`src/rtl/spi_master_axis_ingress.sv`:
```
// SPI master receiver: clocks a requested number of bytes out of an SPI slave and
// delivers them on an 8-bit AXI-Stream master port, stalling SCLK under back-pressure.
module spi_master_axis_ingress #(
    parameter int          MSB_FIRST   = 1,
    parameter int          MISO_SIZE   = 1,
    parameter int          CLK_DIV     = 2,
    parameter int          FILTER_IDLE = 1,
    parameter logic [7:0]  IDLE_BYTE   = 8'hBC
) (
    input  logic                 clk,
    input  logic                 rst,
    input  logic                 start,
    input  logic [15:0]          byte_count,
    output logic                 busy,
    output logic                 done,
    output logic                 spi_csn,
    output logic                 spi_clk,
    input  logic [MISO_SIZE-1:0] spi_miso,
    output logic [7:0]           m_axis_tdata,
    output logic                 m_axis_tvalid,
    input  logic                 m_axis_tready,
    output logic [2:0]           dbg_state
);

    typedef enum logic [2:0] {
        ST_IDLE  = 3'd0,
        ST_SETUP = 3'd1,
        ST_HIGH  = 3'd2,
        ST_LOW   = 3'd3,
        ST_HOLD  = 3'd4,
        ST_DONE  = 3'd5,
        ST_GAP   = 3'd6
    } state_t;

    localparam logic [15:0] DIV_LAST = 16'(CLK_DIV - 1);
    localparam logic [2:0]  BIT_LAST = 3'((8 / MISO_SIZE) - 1);

    state_t      state_q, state_d;
    logic [15:0] div_cnt_q, div_cnt_d;
    logic [2:0]  bit_cnt_q, bit_cnt_d;
    logic [15:0] bytes_left_q, bytes_left_d;
    logic [7:0]  sr_q, sr_d;
    logic [7:0]  tdata_q, tdata_d;
    logic        tvalid_q, tvalid_d;
    logic        done_q, done_d;
    logic [7:0]  sr_shift;
    logic        div_last;
    logic        accept;

    if (MSB_FIRST != 0) begin : g_msb_first
        assign sr_shift = {sr_q[7-MISO_SIZE:0], spi_miso};
    end else begin : g_lsb_first
        assign sr_shift = {spi_miso, sr_q[7:MISO_SIZE]};
    end

    assign div_last = (div_cnt_q == DIV_LAST);
    // AXIS handshake: a beat transfers on any edge where tvalid && tready; tvalid,
    // once raised, holds with tdata unchanged until that edge, and never waits on tready.
    assign accept   = tvalid_q && m_axis_tready;

    always_comb begin
        state_d      = state_q;
        div_cnt_d    = div_cnt_q + 16'd1;
        bit_cnt_d    = bit_cnt_q;
        bytes_left_d = bytes_left_q;
        sr_d         = sr_q;
        tdata_d      = tdata_q;
        tvalid_d     = tvalid_q;
        done_d       = 1'b0;
        if (accept) begin
            tvalid_d = 1'b0;
        end
        case (state_q)
            ST_IDLE: begin
                div_cnt_d = 16'd0;
                if (start && byte_count != 16'd0) begin
                    bytes_left_d = byte_count;
                    bit_cnt_d    = 3'd0;
                    state_d      = ST_SETUP;
                end
            end
            ST_SETUP: begin
                if (div_last) begin
                    div_cnt_d = 16'd0;
                    state_d   = ST_HIGH;
                end
            end
            ST_HIGH: begin
                if (div_last) begin
                    div_cnt_d = 16'd0;
                    sr_d      = sr_shift;
                    state_d   = ST_LOW;
                    if (bit_cnt_q == BIT_LAST) begin
                        bit_cnt_d    = 3'd0;
                        bytes_left_d = bytes_left_q - 16'd1;
                        if (!(FILTER_IDLE != 0 && sr_shift == IDLE_BYTE)) begin
                            tdata_d  = sr_shift;
                            tvalid_d = 1'b1;
                        end
                    end else begin
                        bit_cnt_d = bit_cnt_q + 3'd1;
                    end
                end
            end
            ST_LOW: begin
                if (div_last) begin
                    div_cnt_d = 16'd0;
                    if (bit_cnt_q != 3'd0) begin
                        state_d = ST_HIGH;
                    end else if (bytes_left_q != 16'd0) begin
                        // A new byte only starts once the output register is free.
                        state_d = (!tvalid_q || accept) ? ST_HIGH : ST_HOLD;
                    end else begin
                        state_d = ST_DONE;
                    end
                end
            end
            ST_HOLD: begin
                div_cnt_d = 16'd0;
                if (accept) begin
                    state_d = ST_HIGH;
                end
            end
            ST_DONE: begin
                if (div_last) begin
                    div_cnt_d = 16'd0;
                    done_d    = 1'b1;
                    state_d   = ST_GAP;
                end
            end
            ST_GAP: begin
                if (div_last) begin
                    div_cnt_d = 16'd0;
                    state_d   = ST_IDLE;
                end
            end
            default: begin
                div_cnt_d = 16'd0;
                state_d   = ST_IDLE;
            end
        endcase
    end

    always_ff @(posedge clk) begin
        if (rst) begin
            state_q      <= ST_IDLE;
            div_cnt_q    <= 16'd0;
            bit_cnt_q    <= 3'd0;
            bytes_left_q <= 16'd0;
            sr_q         <= 8'd0;
            tdata_q      <= 8'd0;
            tvalid_q     <= 1'b0;
            done_q       <= 1'b0;
        end else begin
            state_q      <= state_d;
            div_cnt_q    <= div_cnt_d;
            bit_cnt_q    <= bit_cnt_d;
            bytes_left_q <= bytes_left_d;
            sr_q         <= sr_d;
            tdata_q      <= tdata_d;
            tvalid_q     <= tvalid_d;
            done_q       <= done_d;
        end
    end

    assign busy          = (state_q != ST_IDLE);
    assign done          = done_q;
    assign spi_csn       = (state_q == ST_IDLE) || (state_q == ST_GAP);
    assign spi_clk       = (state_q == ST_HIGH);
    assign m_axis_tdata  = tdata_q;
    assign m_axis_tvalid = tvalid_q;
    assign dbg_state     = state_q;

endmodule

```
`config.mk`:
```
export PLATFORM = sky130hd
export DESIGN_NAME = spi_master_axis_ingress
export DESIGN_NICKNAME = d
export VERILOG_FILES = /design/src/rtl/spi_master_axis_ingress.sv
export SDC_FILE = /design/constraint.sdc
export NUM_CORES = 1
export LEC_CHECK = 0
export ABC_AREA = 0
export ABC_CLOCK_PERIOD_IN_PS = 2600
export CAP_MARGIN = 20
export CORE_ASPECT_RATIO = 0.5
export CORE_MARGIN = 4
export CORE_UTILIZATION = 44
export DETAILED_ROUTE_END_ITERATION = 10
export PLACE_DENSITY = 0.66
export SYNTH_ARGS = -nofsm -noshare
export SYNTH_HDL_FRONTEND = slang
export SYNTH_SLANG_ARGS = --single-unit
```
`constraint.sdc`:
```
create_clock -name clk -period 2.6 [get_ports clk]
set_input_delay 0.52 -clock clk [delete_from_list [all_inputs] [get_ports clk]]
set_output_delay 0.52 -clock clk [all_outputs]
set_load 0.02 [all_outputs]
```
; ---- After elaboration in Yosys (flattened, before gate mapping)
; Cells that the tools add are included.
[totals]
regBits = 55
input_bits = 21
output_inout_bits = 16
wordCells = 75
[op_classes]
addsub = 3
n_eq_ne = 17
mux = 25
bitwise = 3
reduce_logical = 19
[op_table]
columns = cell, n
row1 = 2-to-1 mux 16 bit, 3
row2 = 2-to-1 mux 3 bit, 13
row3 = case mux 16 bit (2 select lines), 1
row4 = nonzero test 16 bit, 2
row5 = case mux 3 bit (7 select lines), 1
row6 = adder 16 x 1 -> 16 bit (second input constant), 1
row7 = equality test 16 x 1 -> 1 bit (second input constant), 1
row8 = subtractor 16 x 1 -> 16 bit (second input constant), 1
row9 = equality test 3 bit (second input constant), 4
row10 = inequality test 2 bit (second input constant), 6
row11 = equality test 8 bit (second input constant), 1
row12 = AND reduction 4 bit, 2
row13 = AND reduction 7 bit, 1
row14 = equality test 3 x 2 -> 1 bit (second input constant), 2
row15 = 2-to-1 mux 1 bit, 6
row16 = case mux 3 bit (2 select lines), 1
row17 = nonzero test 3 bit, 2
row18 = OR reduction 5 bit, 1
row19 = inequality test 2 x 1 -> 1 bit (second input constant), 2
row20 = adder 3 x 1 -> 3 bit (second input constant), 1
row21 = equality test 3 x 1 -> 1 bit (second input constant), 1
row22 = logical NOT 3 bit, 1
row23 = NOT 1 bit, 3
row24 = AND reduction 3 bit, 1
row25 = other kinds (7), 9

; ---- Depth between registers and ports, before layout
[depth]
word_depth = 7
depth_mapped = 10
depth_no_buf = 7

; ---- Worst setup path before layout
; OpenSTA, ideal clock, no wires.
[synth_path]
kind = reg-to-reg
from = register div_cnt_q[0]
to = register bytes_left_q[13]
setup_ns = 0.088
t_arrival_ns = 1.739
t_required_ns = 2.512
slack_ns = 0.772
path_stages_with_launch = 10
n_path_buf = 3
synth_period_minus_slack_ns = 1.828
path_cell_list = dfxtp_1 -> ha_1 -> nor4b_4 -> and4_1 -> buf_4 -> and3_1 -> buf_6 -> nor2_4 -> buf_6 -> o32ai_2
[synth_via]
elab_chain_len = 3
[synth_lines]
columns = item, line
row1 = start: declaration, 39  ; logic [15:0] div_cnt_q, div_cnt_d;
row2 = start signal: assignment, 156  ; div_cnt_q <= div_cnt_d;
row3 = equality test 16 x 1 -> 1 bit, 56  ; assign div_last = (div_cnt_q == DIV_LAST);
row4 = inequality test 2 x 1 -> 1 bit (no source line), --
row5 = AND reduction 4 bit (no source line), --
row6 = end signal: assignment, 158  ; bytes_left_q <= bytes_left_d;
row7 = end: declaration, 41  ; logic [15:0] bytes_left_q, bytes_left_d;
; Every way passes these cells.
; A chain may end at the register's enable or synchronous reset.

; ---- Final worst setup path
[layout_path]
from = register state_q[2], in the netlist dbg_state[2]
to = output port spi_clk
[layout_via]
elab_chain_len = 1
[layout_lines]
columns = item, line
row1 = start: declaration, 38  ; state_t state_q, state_d;
row2 = start signal: assignment, 155  ; state_q <= state_d;
row3 = equality test 3 x 2 -> 1 bit, 169  ; assign spi_clk = (state_q == ST_HIGH);
row4 = end: declaration, 17  ; output logic spi_clk,
; Every way passes these cells.

==> impl_results.html <==
<table>
<tr><th>Metric</th><th>Value</th></tr>
<tr><th colspan="2">Outcome</th></tr>
<tr><td>Status</td><td>finished, final reports clean</td></tr>
<tr><th colspan="2">Clock tree</th></tr>
<tr><td>TritonCTS buffer count</td><td>5</td></tr>
<tr><td>CTS Sinks</td><td>55</td></tr>
<tr><td>Worst-skew pair later-pin latency</td><td>0.29 ns</td></tr>
<tr><td>H-tree depth</td><td>2</td></tr>
<tr><td>Number of hold-repair buffers added at the cts stage</td><td>0</td></tr>
<tr><td>Clock-pin slew on the worst setup and hold paths</td><td>0.08 ns</td></tr>
<tr><td>Clock Root Buffer</td><td>sky130_fd_sc_hd__clkbuf_16</td></tr>
<tr><td>Buffer count from post-CTS setup fixing</td><td>0</td></tr>
<tr><td>Buffer depth of the longest clock path</td><td>2</td></tr>
<tr><td>TritonCTS clock tree</td><td>built</td></tr>
<tr><th colspan="2">Timing</th></tr>
<tr><td>Max-Slew Margin vs Limit</td><td>0.597</td></tr>
<tr><td>Final critical-path setup slack</td><td>0.117 ns</td></tr>
<tr><td>Maximum clock frequency</td><td>403 MHz</td></tr>
<tr><td>Number of failing hold endpoints at the final stage</td><td>0</td></tr>
<tr><td>Sum of negative setup slack</td><td>0 ns</td></tr>
<tr><td>Setup violation total in the final timing report</td><td>0</td></tr>
<tr><td>Worst clock skew</td><td>0.00661 ns</td></tr>
<tr><td>Final hold slack</td><td>0.449 ns</td></tr>
<tr><td>Fin. max-slew vios</td><td>0</td></tr>
<tr><td>Clock period minus worst slack</td><td>2.48 ns</td></tr>
<tr><td>Setup repair after global routing missed its margin</td><td>false</td></tr>
<tr><td>Post-route clock period utilization</td><td>0.955</td></tr>
<tr><td>Slew of the pin with the lowest slew margin</td><td>0.604 ns</td></tr>
<tr><th colspan="2">Detailed routing</th></tr>
<tr><td>Initial drt markers</td><td>300</td></tr>
<tr><td>Vias per cell</td><td>5.72</td></tr>
<tr><td>Pre-Repair DR Iteration Count</td><td>5</td></tr>
<tr><td>Count of nets left with antenna violations after detail routing</td><td>0</td></tr>
<tr><td>Mean routed wirelength per cell</td><td>15.0 um</td></tr>
<tr><td>Total vias in the final route</td><td>2816</td></tr>
<tr><td>Drt drc</td><td>0</td></tr>
<tr><td>Routed wire length</td><td>7380 um</td></tr>
<tr><th colspan="2">Placement</th></tr>
<tr><td>Routability Congestion</td><td>0.866</td></tr>
<tr><td>Estimated wirelength of the detail-placed design</td><td>5220 um</td></tr>
<tr><td>Number of placed cells counting well taps</td><td>484</td></tr>
<tr><td>Worst slack at placement</td><td>0.211 ns</td></tr>
<tr><td>Port-buffer cells</td><td>36</td></tr>
<tr><th colspan="2">Power</th></tr>
<tr><td>Static Leakage</td><td>1.22 nW</td></tr>
<tr><td>Maximum ir drop on the vdd rail</td><td>0.347 mV</td></tr>
<tr><td>Power per cell area</td><td>811 mW/mm2</td></tr>
<tr><th colspan="2">Synth</th></tr>
<tr><td>Cell area after synthesis</td><td>0.00294 mm2</td></tr>
<tr><td>Area share of the largest cell type after synthesis</td><td>0.374</td></tr>
<tr><td>Number of flops mapped to enable cells by yosys</td><td>0</td></tr>
<tr><td>Register area share after synthesis</td><td>0.374</td></tr>
<tr><td>Cell count after synthesis</td><td>370</td></tr>
<tr><td>Synthesized flop and latch total</td><td>55</td></tr>
<tr><td>Cell taking the most area after synthesis</td><td>sky130_fd_sc_hd__dfxtp_1</td></tr>
<tr><td>Mean instance size in the synthesized netlist</td><td>7.95 um2</td></tr>
<tr><td>Most used DFF post-synth</td><td>sky130_fd_sc_hd__dfxtp_1</td></tr>
<tr><td>Distinct cells, synth</td><td>53</td></tr>
<tr><td>Share of flip-flops with an asynchronous set or reset</td><td>0</td></tr>
<tr><td>Synthesized netlist net count</td><td>397</td></tr>
<tr><td>YS warnings</td><td>0</td></tr>
<tr><td>Top area cells in the synthesized netlist</td><td>sky130_fd_sc_hd__dfxtp_1 (37%), sky130_fd_sc_hd__a21oi_1 (7.3%), sky130_fd_sc_hd__nand2_1 (7.0%)</td></tr>
<tr><th colspan="2">Critical path</th></tr>
<tr><td>Required time of the critical path</td><td>2.08 ns</td></tr>
<tr><td>Library cell contributing the largest single delay on the critical path</td><td>sky130_fd_sc_hd__clkdlybuf4s50_1</td></tr>
<tr><td>Crit-path max cell delay</td><td>0.61 ns</td></tr>
<tr><td>Critical Path Fanout Max</td><td>10</td></tr>
<tr><td>Critical path capture point type</td><td>output pin</td></tr>
<tr><td>Setup CP Type</td><td>reg2out</td></tr>
<tr><td>CP cell instances</td><td>or3b_1 &gt; clkinv_1 &gt; clkdlybuf4s50_1</td></tr>
<tr><td>Element type at the critical path start</td><td>flop</td></tr>
<tr><td>Arrival time of the worst setup path</td><td>1.96 ns</td></tr>
<tr><th colspan="2">Finish</th></tr>
<tr><td>Flip-flop and latch area</td><td>0.00110 mm2</td></tr>
<tr><td>Final cell count without fillers</td><td>492</td></tr>
<tr><td>Antenna cells</td><td>0</td></tr>
<tr><td>Ratio of cells with drive above 1 in the final layout</td><td>0.0916</td></tr>
<tr><td>Util after Layout</td><td>0.567</td></tr>
<tr><td>Layout overhead on the synthesized area</td><td>21.0%</td></tr>
<tr><td>Combined area of the multi-input logic cells</td><td>0.00169 mm2</td></tr>
<tr><td>Nets</td><td>430</td></tr>
<tr><td>Fill cell total of the finished layout</td><td>565</td></tr>
<tr><th colspan="2">Global route</th></tr>
<tr><td>Number of global-route vias before repair</td><td>2629</td></tr>
<tr><td>First-pass GRT wire length</td><td>12500 um</td></tr>
<tr><td>Total global-route track usage</td><td>0.190</td></tr>
<tr><td>Initial antenna violation count</td><td>0</td></tr>
<tr><td>Global-route congestion overflow total</td><td>0</td></tr>
<tr><td>Maximum number of pins on one net before global-route repair</td><td>39</td></tr>
<tr><th colspan="2">Floorplan</th></tr>
<tr><td>Num ports</td><td>37</td></tr>
<tr><td>Core area</td><td>0.00628 mm2</td></tr>
<tr><td>Overall die area</td><td>0.00814 mm2</td></tr>
<tr><td>Starting Density</td><td>0.469</td></tr>
<tr><td>Die Wd</td><td>124 um</td></tr>
<tr><td>Y dimension of the die</td><td>65.8 um</td></tr>
<tr><td>Floorplan row count</td><td>20</td></tr>
<tr><th colspan="2">Run</th></tr>
<tr><td>Max-cap viol count</td><td>0</td></tr>
<tr><th colspan="2">Worst hold path</th></tr>
<tr><td>Type of the worst min-delay path</td><td>reg2reg</td></tr>
</table>
-- area by class of cell --
type / instances / share of cell area
multi-input combinational: 279 / 0.474
sequential: 55 / 0.309
timing repair buffer: 48 / 0.130
clock buffer: 5 / 0.0351
tap: 88 / 0.0309
inverter: 14 / 0.0148
clock inverter: 3 / 0.00632
-- critical path: cells and delay by family, from the launching register on --
family	cells	cell delay, ns
buf+inv	2	0.74
simple gates	1	0.53
flops	1	0.40
-- logic make-up after synthesis --
family                   synth area share
AO/OA/AOI/OAI                       0.212
multiplexers                       0.0170
adder cells (fa/ha/maj)            0.0255
buffers and inverters              0.0544
AND/OR/NAND/NOR                     0.287
XOR/XNOR                           0.0298
flip-flops                          0.374
-- final timing paths --
| path | endpoint | slack, ns | cells past startpoint | startpoint |
|---|---|---|---|---|
| min | m_axis_tdata[6] | 0.45 | 2 | m_axis_tdata[6] |
| min reg2reg | m_axis_tdata[6] | 0.45 | 2 | m_axis_tdata[6] |
| max reg2reg | bytes_left_q[15] | 0.39 | 7 | dbg_state[2] |
| max | spi_clk | 0.12 | 3 | dbg_state[2] |
-- sequential cells by signal (all words and copies together) (netlist names) --
name / cells
bit_cnt_q: 3
done: 1
m_axis_tdata: 8
m_axis_tvalid: 1
dbg_state: 3
bytes_left_q: 16
sr_q: 7
div_cnt_q: 16
-- power by group --
part	internal [mW]	switching [mW]	total (mW)	leakage [nW]
Sequential	0.921	0.0759	0.997	0.446
Clock	0.363	0.321	0.684	0.0746
Combinational	0.484	0.721	1.21	0.699
-- layout by cell type (no fill, tap or decap), types with 10 or more instances in the layout --
master                             n
sky130_fd_sc_hd__nand2_1          55
sky130_fd_sc_hd__nor3_1           13
sky130_fd_sc_hd__clkdlybuf4s50_1  36
sky130_fd_sc_hd__inv_1            12
sky130_fd_sc_hd__nor2_1           35
sky130_fd_sc_hd__buf_4            11
sky130_fd_sc_hd__nand3_1          15
sky130_fd_sc_hd__dfxtp_1          55
sky130_fd_sc_hd__nor4_1           10
sky130_fd_sc_hd__a21oi_1          43
-- synth_stat cells, types with 2 or more instances --
cell and n:
sky130_fd_sc_hd__dfxtp_1 55, sky130_fd_sc_hd__nand2_1 55, sky130_fd_sc_hd__a21oi_1 43, sky130_fd_sc_hd__nor2_1 35
sky130_fd_sc_hd__nand3_1 16, sky130_fd_sc_hd__clkbuf_1 13, sky130_fd_sc_hd__nor3_1 13, sky130_fd_sc_hd__inv_1 12
sky130_fd_sc_hd__nor4_1 10, sky130_fd_sc_hd__o21ai_0 8, sky130_fd_sc_hd__a31oi_1 7, sky130_fd_sc_hd__nand4_1 7
sky130_fd_sc_hd__o32ai_1 7, sky130_fd_sc_hd__o32ai_2 7, sky130_fd_sc_hd__xnor2_1 7, sky130_fd_sc_hd__ha_1 6
sky130_fd_sc_hd__or3_1 6, sky130_fd_sc_hd__buf_2 5, sky130_fd_sc_hd__mux2i_1 5, sky130_fd_sc_hd__a211oi_1 4
sky130_fd_sc_hd__and2_1 4, sky130_fd_sc_hd__nor2b_1 4, sky130_fd_sc_hd__and3_1 3, sky130_fd_sc_hd__xor2_1 3
sky130_fd_sc_hd__a21boi_0 2, sky130_fd_sc_hd__a22oi_1 2, sky130_fd_sc_hd__buf_6 2, sky130_fd_sc_hd__clkinv_1 2
sky130_fd_sc_hd__o31a_1 2, sky130_fd_sc_hd__or2_2 2
-- layer usage --
metal  global-route usage  up-vias  part of all wire  wire length [um]
met4               0.0331        0            0.0064                47
li1                     -     1395                 -                 -
met1                0.251     1339              0.47              3440
met3               0.0385        6             0.049               364
met5                    0        -                 0                 0
met2                0.326       76              0.48              3530
-- metrics by stage --
| step | power (mW) | instance area [um2] |
|---|---|---|
| 4_1_cts | 2.88 | 3560 |
| 3_3_place_gp | 2.16 | 3400 |
| 2_1_floorplan | 1.83 | 2940 |
| 5_1_grt | 3.08 | 3560 |
| 3_5_place_dp | 2.19 | 3410 |
| 6_report | 2.89 | 3560 |
-- repair_timing --
action / CTS / global route
setup endpoints to repair: 0 / 3
hold endpoints to repair: 0 / 0
resized for setup: 0 / 1
(Power assumes the default switching activity.)
